--- config.mk ---
export PLATFORM = sky130hd
export DESIGN_NAME = edc_gen_corrector
export DESIGN_NICKNAME = d
export VERILOG_FILES = /design/src/rtl/edc_gen_corrector.sv
export SDC_FILE = /design/constraint.sdc
export NUM_CORES = 1
export LEC_CHECK = 0
export ABC_AREA = 1
export BUFFER_PORTS_ARGS = -buffer_cell sky130_fd_sc_hd__buf_2
export CORE_ASPECT_RATIO = 0.7
export CORE_MARGIN = 2
export CORE_UTILIZATION = 41
export CTS_CLUSTER_DIAMETER = 100
export DETAILED_ROUTE_END_ITERATION = 10
export HOLD_SLACK_MARGIN = 0.02
export PLACE_DENSITY_LB_ADDON = 0.25
export SYNTH_ARGS = -nofsm -noshare
export SYNTH_HDL_FRONTEND = slang
export SYNTH_SLANG_ARGS = --single-unit
--- constraint.sdc ---
create_clock -name i_clk -period 1.3 [get_ports i_clk]
set_input_delay 0.195 -clock i_clk [delete_from_list [all_inputs] [get_ports i_clk]]
set_output_delay 0.195 -clock i_clk [all_outputs]
set_load 0.05 [all_outputs]
--- src/rtl/edc_gen_corrector.sv ---
// edc_gen_corrector
// SECDED generator/corrector for the 32-bit memory data path.
//   Write: produces the 8-bit check byte stored beside the data word.
//   Read:  recomputes the check bits, forms the syndrome, corrects a
//          single-bit data error and flags uncorrectable errors.
// All outputs are registered (1-cycle latency, full throughput).
//
// Ports:
//   i_clk               clock, rising edge
//   i_rst               asynchronous active-high reset, clears every output
//   i_valid             qualifies the inputs this cycle
//   i_write_enabled     1 = write (generate ECC), 0 = read (check/correct)
//   i_data[31:0]        data word (from mux on write, memory on read)
//   i_ecc[7:0]          stored check byte (ignored on write; bit 7 always ignored)
//   o_valid             i_valid delayed by one cycle
//   o_ecc_syndrome[7:0] write: check byte; read: {0, p, s}
//   o_data[31:0]        write: i_data; read: corrected data
//   o_error_detected    read only: any error found
//   o_uncorrected_error read only: error present but not correctable
module edc_gen_corrector (
    input  logic        i_clk,
    input  logic        i_rst,
    input  logic        i_valid,
    input  logic        i_write_enabled,
    input  logic [31:0] i_data,
    input  logic [7:0]  i_ecc,
    output logic        o_valid,
    output logic [7:0]  o_ecc_syndrome,
    output logic [31:0] o_data,
    output logic        o_error_detected,
    output logic        o_uncorrected_error
);

    localparam int DATA_W = 32;
    localparam int CHK_W  = 6;

    // Hamming position of data bit idx: the idx-th value of 3..38 that is
    // not a power of two (1 and 2 are below the range already).
    function automatic logic [5:0] hpos(input int idx);
        int          n;
        logic [5:0]  r;
        logic [31:0] pv;
        n = 0;
        r = '0;
        for (int p = 3; p <= 38; p++) begin
            if (p != 4 && p != 8 && p != 16 && p != 32) begin
                pv = p;
                if (n == idx) r = pv[5:0];
                n++;
            end
        end
        return r;
    endfunction

    // c[k] = XOR of data bits whose Hamming position has bit k set.
    function automatic logic [CHK_W-1:0] gen_check(input logic [DATA_W-1:0] d);
        logic [CHK_W-1:0] c;
        logic [5:0]       pos;
        c = '0;
        for (int i = 0; i < DATA_W; i++) begin
            pos = hpos(i);
            for (int k = 0; k < CHK_W; k++) begin
                if (pos[k]) c[k] = c[k] ^ d[i];
            end
        end
        return c;
    endfunction

    // One-hot mask of the data bit addressed by syndrome s (zero if s is not
    // a data position, i.e. a check-bit position or out of range).
    function automatic logic [DATA_W-1:0] flip_mask(input logic [5:0] s);
        logic [DATA_W-1:0] m;
        m = '0;
        for (int i = 0; i < DATA_W; i++) begin
            if (hpos(i) == s) m[i] = 1'b1;
        end
        return m;
    endfunction

    // Reserved stored bit carries no information.
    logic unused_ecc_msb;
    assign unused_ecc_msb = i_ecc[7];

    logic [CHK_W-1:0]  chk_p0;
    logic              par_p0;
    logic [CHK_W-1:0]  syn_s_p0;
    logic              syn_p_p0;
    logic [7:0]        ecc_syn_p0;
    logic [DATA_W-1:0] data_p0;
    logic              det_p0;
    logic              unc_p0;

    // Stage p0: combinational generate / syndrome / correct
    always_comb begin
        chk_p0     = gen_check(i_data);
        par_p0     = (^i_data) ^ (^chk_p0);
        syn_s_p0   = chk_p0 ^ i_ecc[5:0];
        // Parity of all received bits: recomputed overall parity vs stored,
        // folded with the check-bit differences.
        syn_p_p0   = (par_p0 ^ i_ecc[6]) ^ (^syn_s_p0);
        ecc_syn_p0 = '0;
        data_p0    = i_data;
        det_p0     = 1'b0;
        unc_p0     = 1'b0;
        if (i_write_enabled) begin
            ecc_syn_p0 = {1'b0, par_p0, chk_p0};
        end else begin
            ecc_syn_p0 = {1'b0, syn_p_p0, syn_s_p0};
            det_p0     = syn_p_p0 || (syn_s_p0 != '0);
            if (syn_p_p0) begin
                // Odd parity: single error; syndrome above 38 cannot be one.
                unc_p0  = (syn_s_p0 > 6'd38);
                data_p0 = i_data ^ flip_mask(syn_s_p0);
            end else begin
                unc_p0  = (syn_s_p0 != '0);
            end
        end
    end

    // Stage p1: output registers
    always_ff @(posedge i_clk or posedge i_rst) begin
        if (i_rst) begin
            o_valid             <= 1'b0;
            o_ecc_syndrome      <= '0;
            o_data              <= '0;
            o_error_detected    <= 1'b0;
            o_uncorrected_error <= 1'b0;
        end else begin
            o_valid             <= i_valid;
            o_ecc_syndrome      <= ecc_syn_p0;
            o_data              <= data_p0;
            o_error_detected    <= det_p0;
            o_uncorrected_error <= unc_p0;
        end
    end

endmodule

==> reports/summary.txt, run 1 <==
STATUS
------------------------------------------------------------------------------------
Outcome ............................................................... complete, but fails checks
Violations in the final reports ....................................... negative setup slack

CTS
------------------------------------------------------------------------------------
Root Buffer Master .................................................... sky130_fd_sc_hd__clkbuf_16
Clock buffers created by TritonCTS ....................................            5
Clock tree from TritonCTS .............................................          yes
CTS max path bufs .....................................................            2
CTS clock-pin slew for the worst setup and hold paths .................      0.06 ns
CTS H-Tree Depth ......................................................            2
CTS sink count ........................................................           42

CRITICAL PATH
------------------------------------------------------------------------------------
Kind of start point of the critical path .............................. primary input
Data arrival time at the worst-slack endpoint .........................      2.66 ns
Slowest cell delay on critical path ...................................      0.17 ns
Largest fanout on the critical path ...................................            5
Type of destination of the critical path ..............................    flip-flop
Endpoint required time on the critical path ...........................      1.48 ns
Worst-path cell with the longest stage delay .......................... sky130_fd_sc_hd__buf_6
Setup CP Type ......................................................... primary input to flip-flop

GLOBAL ROUTING
------------------------------------------------------------------------------------
Top Usage Layer GRT ...................................................         met2
Antenna violations before repair ......................................            0
Met1 Track Usage GR ...................................................        41.2%
Met2 demand-to-capacity share in global routing .......................        45.9%
Global routing usage on met3 ..........................................        5.54%
Wire length of the first global-routing pass ..........................     27000 um
Gr ovfl total .........................................................            0
Via count of the first global-routing pass ............................         5357
Pin count of the biggest net entering global routing ..................           43
Overall fraction of global-route tracks in use ........................        29.3%

STA
------------------------------------------------------------------------------------
Part of the cycle the worst path needs ................................         191%
Least setup slack across all paths after layout .......................     -1.19 ns
Crit path time final ..................................................      2.49 ns
Setup repair after global routing missed its margin ...................          yes
Setup-violating endpoint count in the final report ....................           39
Max Clock Freq ........................................................      402 MHz
Hold slack ............................................................     0.132 ns
Fin. max-slew vios ....................................................            0
Final hold violation count ............................................            0

PWR
------------------------------------------------------------------------------------
Worst-case vdd ir drop ................................................      1.15 mV
PwrDens ...............................................................  1920 mW/mm2
Leakage dissipation ...................................................   0.00431 uW

LAYOUT
------------------------------------------------------------------------------------
Post-synthesis to final-layout area growth ............................        74.5%
Number of inserted diodes .............................................            0
Non-filler cells, final ...............................................         1158
Register area .........................................................  0.00105 mm2
Multi-input gate area .................................................  0.00397 mm2
Layout Nets ...........................................................         1052
Filler cell count in the final layout .................................          834
Cell area after layout ................................................  0.00790 mm2
Final core area utilization ...........................................        72.6%
Layout cell share with drive strength beyond 1 ........................        51.5%

YOSYS
------------------------------------------------------------------------------------
Proportion of synthesized area in mux cells ...........................           0%
Number of storage elements in the synthesis netlist ...................           42
Instance count of the mapped netlist ..................................          783
Main combinational cell family by area after synthesis ................ simple AND/OR/NAND/NOR gates
Complex-gate fraction of the synthesized area .........................        1.13%
Cell types with the highest counts after synthesis .................... sky130_fd_sc_hd__nand2_1, sky130_fd_sc_hd__nand3_1, sky130_fd_sc_hd__inv_1
Cell taking the most area after synthesis ............................. sky130_fd_sc_hd__nand2_1
Count of flip-flops with a built-in enable after synthesis ............            0
Post-synth cell types .................................................           26
Sequential fraction of the synthesis area .............................        23.2%
Dominant cells by area after synthesis ................................ sky130_fd_sc_hd__nand2_1, sky130_fd_sc_hd__dfrtp_1, sky130_fd_sc_hd__nand3_1, sky130_fd_sc_hd__xor2_1, sky130_fd_sc_hd__inv_1
Simple-gate share of the synthesized area .............................        52.9%
Per-instance average area after synthesis .............................     5.78 um2
Yosys top cell area share .............................................        31.1%
Adder and majority cell fraction of the synthesized area ..............        1.11%
Cell area after technology mapping ....................................  0.00453 mm2
Synthesized net count .................................................          831
Most common cell in the synthesized netlist ........................... sky130_fd_sc_hd__nand2_1
Parity-gate share of the synthesized area counting xor and xnor cells .        9.84%
Async set or reset register ratio after synthesis .....................         100%
Dominant register cell in the synthesized netlist ..................... sky130_fd_sc_hd__dfrtp_1
Total of warnings raised by yosys .....................................            0

ROUTING
------------------------------------------------------------------------------------
Overall routed net length .............................................     18900 um
Number of iterations in the first detailed-routing pass ...............            7
Drt first-iter violations .............................................          508
Remaining antenna violation count after routing .......................            0
DRC ...................................................................            0
Avg WL per Cell .......................................................      16.3 um
Drt via density .......................................................         5.08
Overall via count from detail_route ...................................         5886

FLOORPLANNING
------------------------------------------------------------------------------------
Y dimension of the die ................................................      91.9 um
Floorplan row count ...................................................           32
Horiz. Die Dim ........................................................       130 um
Starting Density ......................................................        41.6%
Number of top-level pins ..............................................           87
Std-Cell Core Area ....................................................   0.0109 mm2
Die ar. ...............................................................   0.0119 mm2

MIN PATH
------------------------------------------------------------------------------------
Worst min-delay path class ............................................ primary input to flip-flop

PLACEMENT
------------------------------------------------------------------------------------
Place WS ..............................................................     -1.42 ns
Quantity of I/O buffers inserted on ports .............................           84
Detailed Place HPWL ...................................................     12500 um
Final Wtd Congestion ..................................................         1.01
Placed standard-cell area .............................................  0.00620 mm2
Dpl cells .............................................................         1114

JOB
------------------------------------------------------------------------------------
Count of maximum capacitance violations ...............................            0

cell type report:
cell class | instances | area share (%)
sequential | 42 | 13.3
inverter | 87 | 4.64
clock buffer | 6 | 1.63
multi-input combinational | 621 | 50.3
tap | 153 | 2.42
timing repair buffer | 247 | 27.3
clock inverter | 2 | 0.475
metrics by stage:
| step | total power, uW | setup TNS [ns] |
|---|---|---|
| floorplan | 7790 | -42.01 |
| global placement | 10100 | -48.98 |
| detailed placement | 10200 | -51.03 |
| CTS | 13700 | -34.53 |
| global route | 16000 | -44.41 |
| finish | 15200 | -40.45 |
cells by family (layout without fill, tap and decap cells):
kind of cell | count (synthesis) | count (layout)
DFF | 42 | 42
other | 1 | 1
buffers and inverters | 121 | 342
adders and majority gates | 4 | 4
xor gates and xnor gates | 50 | 50
AOI/OAI and AO/OA | 10 | 10
and+or+nand+nor | 555 | 556
worst paths after layout:
| path | cells after the start | startpoint | slack, ns | endpoint |
|---|---|---|---|---|
| setup / recovery | 29 | i_data[11] | -1.19 | o_data[27] |
| hold / removal | 3 | i_data[12] | 0.13 | o_data[12] |
| max in group asynchronous | 4 | i_rst | 0.61 | o_ecc_syndrome[3] |
| min in group asynchronous | 4 | i_rst | 0.49 | o_valid |
cell usage in the layout (no fill, tap or decap), drive strengths merged, types with 2 or more instances in the layout:
cell         count
xor2            33
inv             86
dfrtp           42
dlygate4sd3      2
nor2            28
nand2          410
xnor2           17
clkbuf          10
ha               4
o21ai            9
buf            241
nand3          112
nand4            4
per-layer routing:
metal  vias up  part of all wire, %
met3        62                  9.0
met4         0                  3.7
li1       2825                    -
met5         -                    0
met1      2706                   42
met2       293                   45
what timing repair did:
| action | 4_1_cts | 5_1_grt |
|---|---|---|
| setup endpoints to repair | 41 | 41 |
| buffers inserted | 24 | 5 |
| pin swaps | 59 | 78 |
| hold endpoints to repair | 43 | 0 |
| gates resized for setup | 190 | 141 |
| hold buffers | 2 | 0 |
| gates cloned | 4 | 5 |
power by group:
group | internal (uW) | total [uW] | switching (uW)
logic | 4710 | 12000 | 7260
clock network | 907 | 1430 | 520
registers | 1710 | 1790 | 82.8
total | 7320 | 15200 | 7860
registers in the layout, summed over array words and instances, names as in the netlist:
signal and flops:
o_error_detected 1, o_ecc_syndrome 7, o_uncorrected_error 1, o_valid 1, o_data 32
worst max-delay path, delay by kind of cell:
family                 cells  cell delay (ns)
buffers and inverters      7             0.71
AND/OR/NAND/NOR           22             1.73
No activity file was read; power rests on OpenSTA's default activity.
==> run 2: changes to the inputs <==
==> constraint.sdc (replaced) <==
create_clock -name i_clk -period 2.48 [get_ports i_clk]
set_input_delay 0.372 -clock i_clk [delete_from_list [all_inputs] [get_ports i_clk]]
set_output_delay 0.372 -clock i_clk [all_outputs]
set_load 0.05 [all_outputs]
==> run 2 against run 1 <==
Net effect: the run still ends with negative setup slack left; largest power group unchanged; cell count fell by 0.86%; combinational power shrank 49%; largest cell class unchanged; clock power fell by 53%; core utilization down 2.2 points; flip-flop and latch count unchanged.
==> reports/summary.txt, run 2 (synthesis results as in run 1) <==
CRITICAL PATH
-------------------------------------------------------------------------------------
Type of destination of the critical path ...............................    flip-flop
Startpoint of the most critical setup path .............................   i_data[14]
Endpoint required time on the critical path ............................      2.67 ns
CP Capture Point .......................................................   o_data[25]
Top delay family on crit path .......................................... simple AND/OR/NAND/NOR gates
CP Buf/Inv Count .......................................................            7
Largest fanout on the critical path ....................................            5
Setup CP Type .......................................................... primary input to flip-flop
Worst-path cell with the longest stage delay ........................... sky130_fd_sc_hd__bufbuf_16
Number of stages on the worst setup path ...............................           25
Data arrival time at the worst-slack endpoint ..........................      2.83 ns
Kind of start point of the critical path ............................... primary input
Slowest cell delay on critical path ....................................      0.30 ns
Crit path top cell by count ............................................ sky130_fd_sc_hd__nand2_1

STA
-------------------------------------------------------------------------------------
Setup repair after global routing missed its margin ....................          yes
Least setup slack across all paths after layout ........................    -0.165 ns
Final sum of negative setup slack ......................................     -3.13 ns
Final hold violation count .............................................            0
Actual slew at the worst max-slew pin ..................................     0.542 ns
Setup-violating endpoint count in the final report .....................           35
Max-slew headroom at the worst pin .....................................        63.8%
Fin. max-slew vios .....................................................            0
Max Clock Freq .........................................................      378 MHz
Crit path time final ...................................................      2.65 ns
Part of the cycle the worst path needs .................................         107%

GLOBAL ROUTING
-------------------------------------------------------------------------------------
Wire length of the first global-routing pass ...........................     25700 um
Pin count of the biggest net entering global routing ...................           43
Gr ovfl total ..........................................................            0
Antenna violations before repair .......................................            0
Via count of the first global-routing pass .............................         5019
Overall fraction of global-route tracks in use .........................        28.0%

FLOORPLANNING
-------------------------------------------------------------------------------------
Std-Cell Core Area .....................................................   0.0109 mm2
Starting Density .......................................................        41.6%
Horiz. Die Dim .........................................................       130 um
Y dimension of the die .................................................      91.9 um
Floorplan row count ....................................................           32
Die ar. ................................................................   0.0119 mm2
Number of top-level pins ...............................................           87

LAYOUT
-------------------------------------------------------------------------------------
Cell area after layout .................................................  0.00766 mm2
Post-synthesis to final-layout area growth .............................        69.2%
Biggest registers after layout ......................................... o_data x32, o_ecc_syndrome x7
Number of flip-flops in the largest register ...........................           32
Number of inserted diodes ..............................................            0
Layout Nets ............................................................         1042
Non-filler cells, final ................................................         1148
Layout cell share with drive strength beyond 1 .........................        49.7%
Register with the most flip-flops ......................................       o_data
Top library cells by usage in the layout, fill and taps aside .......... sky130_fd_sc_hd__nand2_1, sky130_fd_sc_hd__buf_4, sky130_fd_sc_hd__nand2_2, sky130_fd_sc_hd__nand3_1, sky130_fd_sc_hd__buf_2
Filler cell count in the final layout ..................................          862
Most frequent standard cell in the layout excluding fill and tap cells . sky130_fd_sc_hd__nand2_1

PLACEMENT
-------------------------------------------------------------------------------------
Place WS ...............................................................    -0.445 ns
Dpl cells ..............................................................         1108
Detailed Place HPWL ....................................................     12700 um
Quantity of I/O buffers inserted on ports ..............................           84
Placed standard-cell area ..............................................  0.00603 mm2
Final Wtd Congestion ...................................................         1.00

JOB
-------------------------------------------------------------------------------------
Count of maximum capacitance violations ................................            0

ROUTING
-------------------------------------------------------------------------------------
Remaining antenna violation count after routing ........................            0
DRC ....................................................................            0
Overall routed net length ..............................................     18200 um
Overall via count from detail_route ....................................         5829
Drt via density ........................................................         5.08
Number of iterations in the first detailed-routing pass ................            5
Drt first-iter violations ..............................................          547
Avg WL per Cell ........................................................      15.9 um

CTS
-------------------------------------------------------------------------------------
Clock tree from TritonCTS ..............................................          yes
Clock buffers created by TritonCTS .....................................            5
CTS max path bufs ......................................................            2
CTS clock-pin slew for the worst setup and hold paths ..................      0.06 ns
Root Buffer Master ..................................................... sky130_fd_sc_hd__clkbuf_16
CTS sink count .........................................................           42
CTS H-Tree Depth .......................................................            2
Hold buffer count at cts ...............................................            0

PWR
-------------------------------------------------------------------------------------
Leakage dissipation ....................................................   0.00421 uW
PwrDens ................................................................  1010 mW/mm2
PnR Total Power ........................................................      7730 uW
Worst-case vdd ir drop .................................................     0.564 mV

STATUS
-------------------------------------------------------------------------------------
Outcome ................................................................ complete, but fails checks
Violations in the final reports ........................................ negative setup slack

MIN PATH
-------------------------------------------------------------------------------------
Number of stages on the worst hold path ................................            1
Worst min-delay path class ............................................. primary input to flip-flop

## run 2: timing repair
action,in CTS,in global routing
setup endpoints to repair,35,35
gates resized for setup,128,176
buffers inserted,16,12
pin swaps,60,84
endpoints found under the hold margin,0,0
cloned,2,6
## run 2: worst min-delay path by stage
| stage | start | end | slack [ns] |
|---|---|---|---|
| global route | i_valid | o_valid | 0.18 |
| CTS | i_valid | o_valid | 0.18 |
| detailed placement | i_valid | o_valid | 0.49 |
| global placement | i_valid | o_valid | 0.48 |
| finish | i_valid | o_valid | 0.18 |
| floorplan | i_valid | o_valid | 0.40 |
## run 2: routing by layer
layer	vias up	track usage (%)	share of wire [%]
met5	-	0	0
met4	0	5.73	1.9
met1	2747	40.4	44
met2	243	43.5	46
li1	2808	-	-
met3	31	5.19	8.3
## run 2: area by class of cell
cell class / count / area [um2] / share of cell area [%]
Clock inverter: 3 / 21.3 / 0.278
Sequential cell: 42 / 1050 / 13.7
Tap cell: 153 / 191 / 2.50
Timing Repair Buffer: 237 / 1930 / 25.2
Multi-Input combinational cell: 621 / 3980 / 52.0
Clock buffer: 5 / 125 / 1.63
Inverter: 87 / 359 / 4.69
## run 2: through the flow
| stage | hold slack [ns] | util, % |
|---|---|---|
| after global placement | 0.480 | 55.4 |
| after CTS | 0.181 | 62.3 |
| final | 0.181 | 70.4 |
| after floorplan | 0.403 | - |
| after detailed placement | 0.487 | 55.4 |
| after global routing | 0.179 | 70.4 |
## run 2: power breakdown
part           total [uW]  internal, uW  switching [uW]
registers             940           894            45.9
clock network         665           373             292
logic                6130          2390            3730
